## src/rtl/rv32i_pkg.sv

```systemverilog
// rv32i_pkg: shared RV32I decode definitions.
//   - Opcode constants (OPC_LOAD .. OPC_SYSTEM).
//   - Immediate format enum, imm_fmt_e.
//   - Decoded bundle struct, dec_bundle_t, held in the decode output register.
package rv32i_pkg;

  localparam int unsigned XLEN = 32;

  localparam logic [6:0] OPC_LOAD     = 7'b0000011;
  localparam logic [6:0] OPC_MISC_MEM = 7'b0001111;
  localparam logic [6:0] OPC_OP_IMM   = 7'b0010011;
  localparam logic [6:0] OPC_AUIPC    = 7'b0010111;
  localparam logic [6:0] OPC_STORE    = 7'b0100011;
  localparam logic [6:0] OPC_OP       = 7'b0110011;
  localparam logic [6:0] OPC_LUI      = 7'b0110111;
  localparam logic [6:0] OPC_BRANCH   = 7'b1100011;
  localparam logic [6:0] OPC_JALR     = 7'b1100111;
  localparam logic [6:0] OPC_JAL      = 7'b1101111;
  localparam logic [6:0] OPC_SYSTEM   = 7'b1110011;

  typedef enum logic [2:0] {
    IMM_I,
    IMM_S,
    IMM_B,
    IMM_U,
    IMM_J,
    IMM_NONE
  } imm_fmt_e;

  typedef struct packed {
    logic [XLEN-1:0] insn;
    logic [6:0]      opcode;
    logic [4:0]      rd;
    logic [4:0]      rs1;
    logic [4:0]      rs2;
    logic [2:0]      funct3;
    logic [6:0]      funct7;
    logic [XLEN-1:0] imm;
    logic            illegal;
  } dec_bundle_t;

endpackage

```

## src/rtl/decode_stage_imm_gen.sv

```systemverilog
// imm_gen: combinational RV32I immediate generator.
// Ports:
//   insn_i     - raw 32-bit instruction
//   imm_fmt_o  - immediate format selected by the opcode (IMM_NONE if unknown)
//   imm_o      - sign-extended immediate, 0 for formats without one
module imm_gen
  import rv32i_pkg::*;
(
  input  logic [XLEN-1:0] insn_i,
  output imm_fmt_e        imm_fmt_o,
  output logic [XLEN-1:0] imm_o
);

  logic [6:0] opcode;
  assign opcode = insn_i[6:0];

  always_comb begin
    imm_fmt_o = IMM_NONE;
    case (opcode)
      OPC_LOAD, OPC_OP_IMM, OPC_JALR: imm_fmt_o = IMM_I;
      OPC_STORE:                      imm_fmt_o = IMM_S;
      OPC_BRANCH:                     imm_fmt_o = IMM_B;
      OPC_LUI, OPC_AUIPC:             imm_fmt_o = IMM_U;
      OPC_JAL:                        imm_fmt_o = IMM_J;
      default:                        imm_fmt_o = IMM_NONE;
    endcase
  end

  always_comb begin
    imm_o = '0;
    case (imm_fmt_o)
      IMM_I: imm_o = {{20{insn_i[31]}}, insn_i[31:20]};
      IMM_S: imm_o = {{20{insn_i[31]}}, insn_i[31:25], insn_i[11:7]};
      IMM_B: imm_o = {{19{insn_i[31]}}, insn_i[31], insn_i[7],
                      insn_i[30:25], insn_i[11:8], 1'b0};
      IMM_U: imm_o = {insn_i[31:12], 12'b0};
      IMM_J: imm_o = {{11{insn_i[31]}}, insn_i[31], insn_i[19:12],
                      insn_i[20], insn_i[30:21], 1'b0};
      default: imm_o = '0;
    endcase
  end

endmodule

```

## src/rtl/decode_stage.sv

```systemverilog
// decode_stage: RV32I decode stage behind fetch.
// A 2-entry elastic buffer (skid entry + output register) accepts {pc, insn}
// from fetch, decodes fields/immediate/illegal on the way into the output
// register, and presents the registered bundle downstream.
// Ports:
//   clk, rst_n              - clock, asynchronous active-low reset
//   f_valid_i / f_ready_o   - fetch handshake; f_ready_o is purely registered
//   f_pc_i, f_insn_i        - fetch payload
//   flush_i                 - drop every buffered entry and any same-cycle transfer
//   d_valid_o / d_ready_i   - downstream handshake
//   d_pc_o .. d_illegal_o   - registered decoded bundle
module decode_stage
  import rv32i_pkg::*;
#(
  parameter int unsigned AWIDTH = 32,
  parameter int unsigned DWIDTH = 32
) (
  input  logic              clk,
  input  logic              rst_n,
  input  logic              f_valid_i,
  output logic              f_ready_o,
  input  logic [AWIDTH-1:0] f_pc_i,
  input  logic [DWIDTH-1:0] f_insn_i,
  input  logic              flush_i,
  output logic              d_valid_o,
  input  logic              d_ready_i,
  output logic [AWIDTH-1:0] d_pc_o,
  output logic [DWIDTH-1:0] d_insn_o,
  output logic [6:0]        d_opcode_o,
  output logic [4:0]        d_rd_o,
  output logic [4:0]        d_rs1_o,
  output logic [4:0]        d_rs2_o,
  output logic [2:0]        d_funct3_o,
  output logic [6:0]        d_funct7_o,
  output logic [DWIDTH-1:0] d_imm_o,
  output logic              d_illegal_o
);

  logic              skid_valid_q, skid_valid_d;
  logic [AWIDTH-1:0] skid_pc_q, skid_pc_d;
  logic [DWIDTH-1:0] skid_insn_q, skid_insn_d;
  logic              out_valid_q, out_valid_d;
  logic [AWIDTH-1:0] out_pc_q, out_pc_d;
  dec_bundle_t       out_q, out_d;

  logic              fire_in;
  logic              load;
  logic              have_src;
  logic [AWIDTH-1:0] src_pc;
  logic [DWIDTH-1:0] src_insn;
  imm_fmt_e          src_fmt;
  logic [DWIDTH-1:0] src_imm;
  logic              src_illegal;
  dec_bundle_t       src_dec;

  assign f_ready_o = !skid_valid_q;
  assign fire_in   = f_valid_i && f_ready_o;
  assign load      = !out_valid_q || d_ready_i;

  // While the skid is occupied f_ready_o is low, so the skid and a fetch
  // transfer never compete for the output register.
  assign have_src = skid_valid_q || fire_in;
  assign src_pc   = skid_valid_q ? skid_pc_q   : f_pc_i;
  assign src_insn = skid_valid_q ? skid_insn_q : f_insn_i;

  imm_gen u_imm_gen (
    .insn_i    (src_insn),
    .imm_fmt_o (src_fmt),
    .imm_o     (src_imm)
  );

  always_comb begin
    src_illegal = 1'b0;
    if (src_insn[1:0] != 2'b11) begin
      src_illegal = 1'b1;
    end else if (src_fmt == IMM_NONE) begin
      // Formats without an immediate: only OP, SYSTEM and FENCE are legal.
      case (src_insn[6:0])
        OPC_OP: begin
          if (src_insn[31:25] == 7'b0100000)
            src_illegal = !(src_insn[14:12] inside {3'b000, 3'b101});
          else
            src_illegal = (src_insn[31:25] != 7'b0000000);
        end
        OPC_SYSTEM, OPC_MISC_MEM: src_illegal = 1'b0;
        default:                  src_illegal = 1'b1;
      endcase
    end
  end

  always_comb begin
    src_dec         = '0;
    src_dec.insn    = src_insn;
    src_dec.opcode  = src_insn[6:0];
    src_dec.rd      = src_insn[11:7];
    src_dec.rs1     = src_insn[19:15];
    src_dec.rs2     = src_insn[24:20];
    src_dec.funct3  = src_insn[14:12];
    src_dec.funct7  = src_insn[31:25];
    src_dec.imm     = src_illegal ? '0 : src_imm;
    src_dec.illegal = src_illegal;
  end

  always_comb begin
    skid_valid_d = skid_valid_q;
    skid_pc_d    = skid_pc_q;
    skid_insn_d  = skid_insn_q;
    out_valid_d  = out_valid_q;
    out_pc_d     = out_pc_q;
    out_d        = out_q;
    if (flush_i) begin
      skid_valid_d = 1'b0;
      out_valid_d  = 1'b0;
    end else if (load) begin
      out_valid_d  = have_src;
      skid_valid_d = 1'b0;
      // Data only moves with a real entry so outputs stay quiet when idle.
      if (have_src) begin
        out_pc_d = src_pc;
        out_d    = src_dec;
      end
    end else if (fire_in) begin
      skid_valid_d = 1'b1;
      skid_pc_d    = f_pc_i;
      skid_insn_d  = f_insn_i;
    end
  end

  always_ff @(posedge clk or negedge rst_n) begin
    if (!rst_n) begin
      skid_valid_q <= 1'b0;
      skid_pc_q    <= '0;
      skid_insn_q  <= '0;
      out_valid_q  <= 1'b0;
      out_pc_q     <= '0;
      out_q        <= '0;
    end else begin
      skid_valid_q <= skid_valid_d;
      skid_pc_q    <= skid_pc_d;
      skid_insn_q  <= skid_insn_d;
      out_valid_q  <= out_valid_d;
      out_pc_q     <= out_pc_d;
      out_q        <= out_d;
    end
  end

  assign d_valid_o   = out_valid_q;
  assign d_pc_o      = out_pc_q;
  assign d_insn_o    = out_q.insn;
  assign d_opcode_o  = out_q.opcode;
  assign d_rd_o      = out_q.rd;
  assign d_rs1_o     = out_q.rs1;
  assign d_rs2_o     = out_q.rs2;
  assign d_funct3_o  = out_q.funct3;
  assign d_funct7_o  = out_q.funct7;
  assign d_imm_o     = out_q.imm;
  assign d_illegal_o = out_q.illegal;

endmodule
```

## config.mk

```make
export PLATFORM = sky130hd
export DESIGN_NAME = decode_stage
export DESIGN_NICKNAME = d
export VERILOG_FILES = /design/src/rtl/rv32i_pkg.sv /design/src/rtl/decode_stage_imm_gen.sv /design/src/rtl/decode_stage.sv
export SDC_FILE = /design/constraint.sdc
export NUM_CORES = 1
export LEC_CHECK = 0
export ABC_CLOCK_PERIOD_IN_PS = 2050
export BUFFER_PORTS_ARGS = -buffer_cell sky130_fd_sc_hd__buf_2
export CAP_MARGIN = 25
export CORE_MARGIN = 2
export CORE_UTILIZATION = 55
export CTS_BUF_LIST = sky130_fd_sc_hd__clkbuf_8
export CTS_CLUSTER_SIZE = 14
export DETAILED_ROUTE_END_ITERATION = 7
export GPL_TIMING_DRIVEN = 0
export HOLD_SLACK_MARGIN = 0.05
export PLACE_DENSITY_LB_ADDON = 0.05
export SLEW_MARGIN = 20
export SYNTH_ARGS = -nofsm -noshare
export SYNTH_HDL_FRONTEND = slang
export SYNTH_SLANG_ARGS = --single-unit
```

## constraint.sdc

```tcl
create_clock -name clk -period 2.05 [get_ports clk]
set_input_delay 0 -clock clk [delete_from_list [all_inputs] [get_ports clk]]
set_output_delay 0 -clock clk [all_outputs]
set_load 0.005 [all_outputs]
```

==> reports/qor.yml <==
status:
  status: "finished, violations left"
  violations: "setup timing"
setup_path:
  crit_fanout: 10
  cp-start-kind: "flop"
  cp_data_arrival_time_ns: 2.41
  critPathKind: "reg -> reg"
  reg2reg_slack_ns: -0.02
  cp-end-kind: "flop"
  worstPathRequired_ns: 2.39
sta:
  fin_ws_ns: -0.0198
  drv_slew: 0
  period_minus_slack_ns: 2.07
  max_freq_mhz: 483
  fin_worst_skew_ns: 0.0118
  setup_viol: 1
  fin_setup_tns_ns: -0.0198
  holdWs_ns: 0.115
  tightestPinTransition_ns: 0.596
  finalHoldViolCount: 0
  rsz0062_at_grt: "yes"
  period_share_pct: 101
  relSlewSlack_pct: 60.1
cts:
  clk_pin_slew_ns: 0.09
  htree_levels: 4
  clk_latency_ns: 0.47
  tritoncts: "done"
  cts.path.max_buffers: 2
  cts_num_sinks: 163
  cts_root_buf: "clkbuf_8"
  numCtsBuffers: 17
final_layout:
  post-route-util_pct: 77.5
  final_cell_mix: "buf_2, dfrtp_1, nand2_1"
  layout_commonest_cell: "buf_2"
  final_nets: 1013
  final_layout_size_suffix_gt1_share_pct: 43.2
  synthToLayoutAreaGrowth_pct: 37.6
  nFillCells: 940
  diodes: 0
routing:
  wl_per_cell_microns: 18.4
  vias: 6160
  ant_nets: 0
  drc_errors: 0
  firstDrtPassIters: 6
  drtIter0Drc: 385
  wirelength_microns: 20800
  vias_per_cell: 5.44
placed_design:
  gp_congestion: 0.855
  pre_cts_slack_ns: -0.354
  portBuffers: 199
  dp_hpwl_microns: 14200
global_routing:
  grt_max_degree: 95
  antenna_found_initial: 0
  grt_overflow_total: 0
  grt_usage_pct: 29.1
  grt_pass1_wl_microns: 32500
  grt_pass1_vias: 6236
worst_hold_path:
  hp-class: "in -> async"
floorplanning:
  dieArea_sq_um: 14500
  die_w_microns: 120
  num_rows: 42
  io_pins: 200
  initial_core_util_pct: 56.3
  die_y_microns: 120
  core_sq_um: 13200
logic_synthesis:
  synth_edf_count: 0
  synthArstFlopShare_pct: 100
  synthesis.nets: 714
  yosysSeqAreaShare_pct: 54.7
  ys_top_cells_by_area: "dfrtp_1, mux2_2, mux2i_1"
  synth.top_cell.area_share_pct: 54.7
  netlist.top_cell.by_area: "dfrtp_1"
  synth-seq-cells: 163
  syn_area_sq_um: 7460
  synthCells: 645
  yosysUniqueCellTypes: 60
  synth_ff_type: "dfrtp_1"
  synthesis.area_per_instance_sq_um: 11.6
  ys_warn_count: 0
power_and_ir_drop:
  peakVddDrop_mv: 0.600
  cellPowerDensity_nw_per_um2: 846
  total_power_mw: 8.68
  p_leak_nw: 4.76
flow_run:
  cap_violations: 0
==> timing repair <==
| item | CTS | global route |
|---|---|---|
| hold endpoints to repair | 307 | 0 |
| hold buffers | 69 | 0 |
| resized for setup | 39 | 37 |
| setup buffers | 2 | 9 |
| pin swaps | 3 | 5 |
| gates cloned | 0 | 0 |
| setup endpoints to repair | 101 | 105 |
==> where the power goes <==
group	internal, mW	switching, mW	total [mW]	leakage [nW]
Clock	1.42	1.20	2.63	0.219
Combinational	1.02	0.801	1.82	2.53
Sequential	3.82	0.413	4.23	2.01
Total	6.26	2.42	8.68	4.76
==> critical path: stages (launching register included) <==
cell,delay [ns]
dfrtp_1,0.35
buf_6,0.12
buf_8,0.14
clkbuf_16,0.17
buf_12,0.17
buf_12,0.18
mux2i_4,0.28
nand4_1,0.14
nor4_2,0.29
nor3_1,0.10
==> path summary, 6_finish.rpt <==
check,from,to,depth (start not counted)
hold reg to reg,d_imm_o[10],d_imm_o[10],2
setup reg to reg,skid_valid_q,d_illegal_o,9
setup / recovery,skid_valid_q,d_illegal_o,9
min in group clk,f_valid_i,skid_insn_q[1],4
hold / removal,rst_n,skid_insn_q[16],2
max in group asynchronous,rst_n,d_imm_o[8],3
==> kinds of logic after synthesis <==
logic type / share of synthesized area, %
buffers and inverters: 6.31
XOR/XNOR: 0.117
flip-flops: 54.7
AO/OA/AOI/OAI: 10.9
AND/OR/NAND/NOR: 9.31
multiplexers: 18.7
==> through the flow <==
stage | cell area, sq um | std cells
final | 10300 | 1133
after global routing | 10300 | 1133
after CTS | 10000 | 1124
after detailed placement | 8710 | 1021
after global placement | 8670 | 1020
after floorplan | 7460 | 645
==> Yosys cell counts, types with 2 or more instances <==
cell type / n
clkbuf_1: 16
nor2_1: 29
dfrtp_1: 163
nand2_1: 84
buf_2: 10
nand4_1: 3
nand2b_1: 11
a21oi_1: 3
o21ai_2: 3
o2111ai_1: 2
buf_4: 37
mux2i_1: 62
nand3_1: 4
o21ai_0: 72
o21a_1: 4
nor4_1: 2
a31oi_1: 12
inv_1: 4
o32ai_1: 2
buf_6: 4
nor3_1: 4
mux2_2: 66
o221ai_1: 4
o22a_2: 8
==> state kept, by name, summed over array words and instances, names as in the netlist <==
signal	cells
d_imm_o	32
d_illegal_o	1
skid_valid_q	1
d_insn_o	32
d_pc_o	32
skid_pc_q	32
d_valid_o	1
skid_insn_q	32
==> layer usage <==
metal  share of wire [%]  global-route usage, %  up-vias
met5                   0                      0        -
met4                 1.5                   7.05        0
met3                 5.3                   6.18       32
met2                  51                   51.1      184
met1                  42                   37.0     3093
li1                    -                      -     2851
==> cell type report <==
| class | instances | area [sq um] | area share, % |
|---|---|---|---|
| clock buffers | 20 | 275 | 2.68 |
| repair buffers | 280 | 1840 | 18.0 |
| clock inverters | 12 | 176 | 1.72 |
| inverters | 4 | 15.0 | 0.146 |
| multi-input cells | 408 | 3090 | 30.2 |
| well taps | 176 | 220 | 2.15 |
| flip-flops and latches | 163 | 4080 | 39.8 |
| plain buffers | 70 | 553 | 5.39 |
Note: power is estimated with default switching activity, not from simulation.
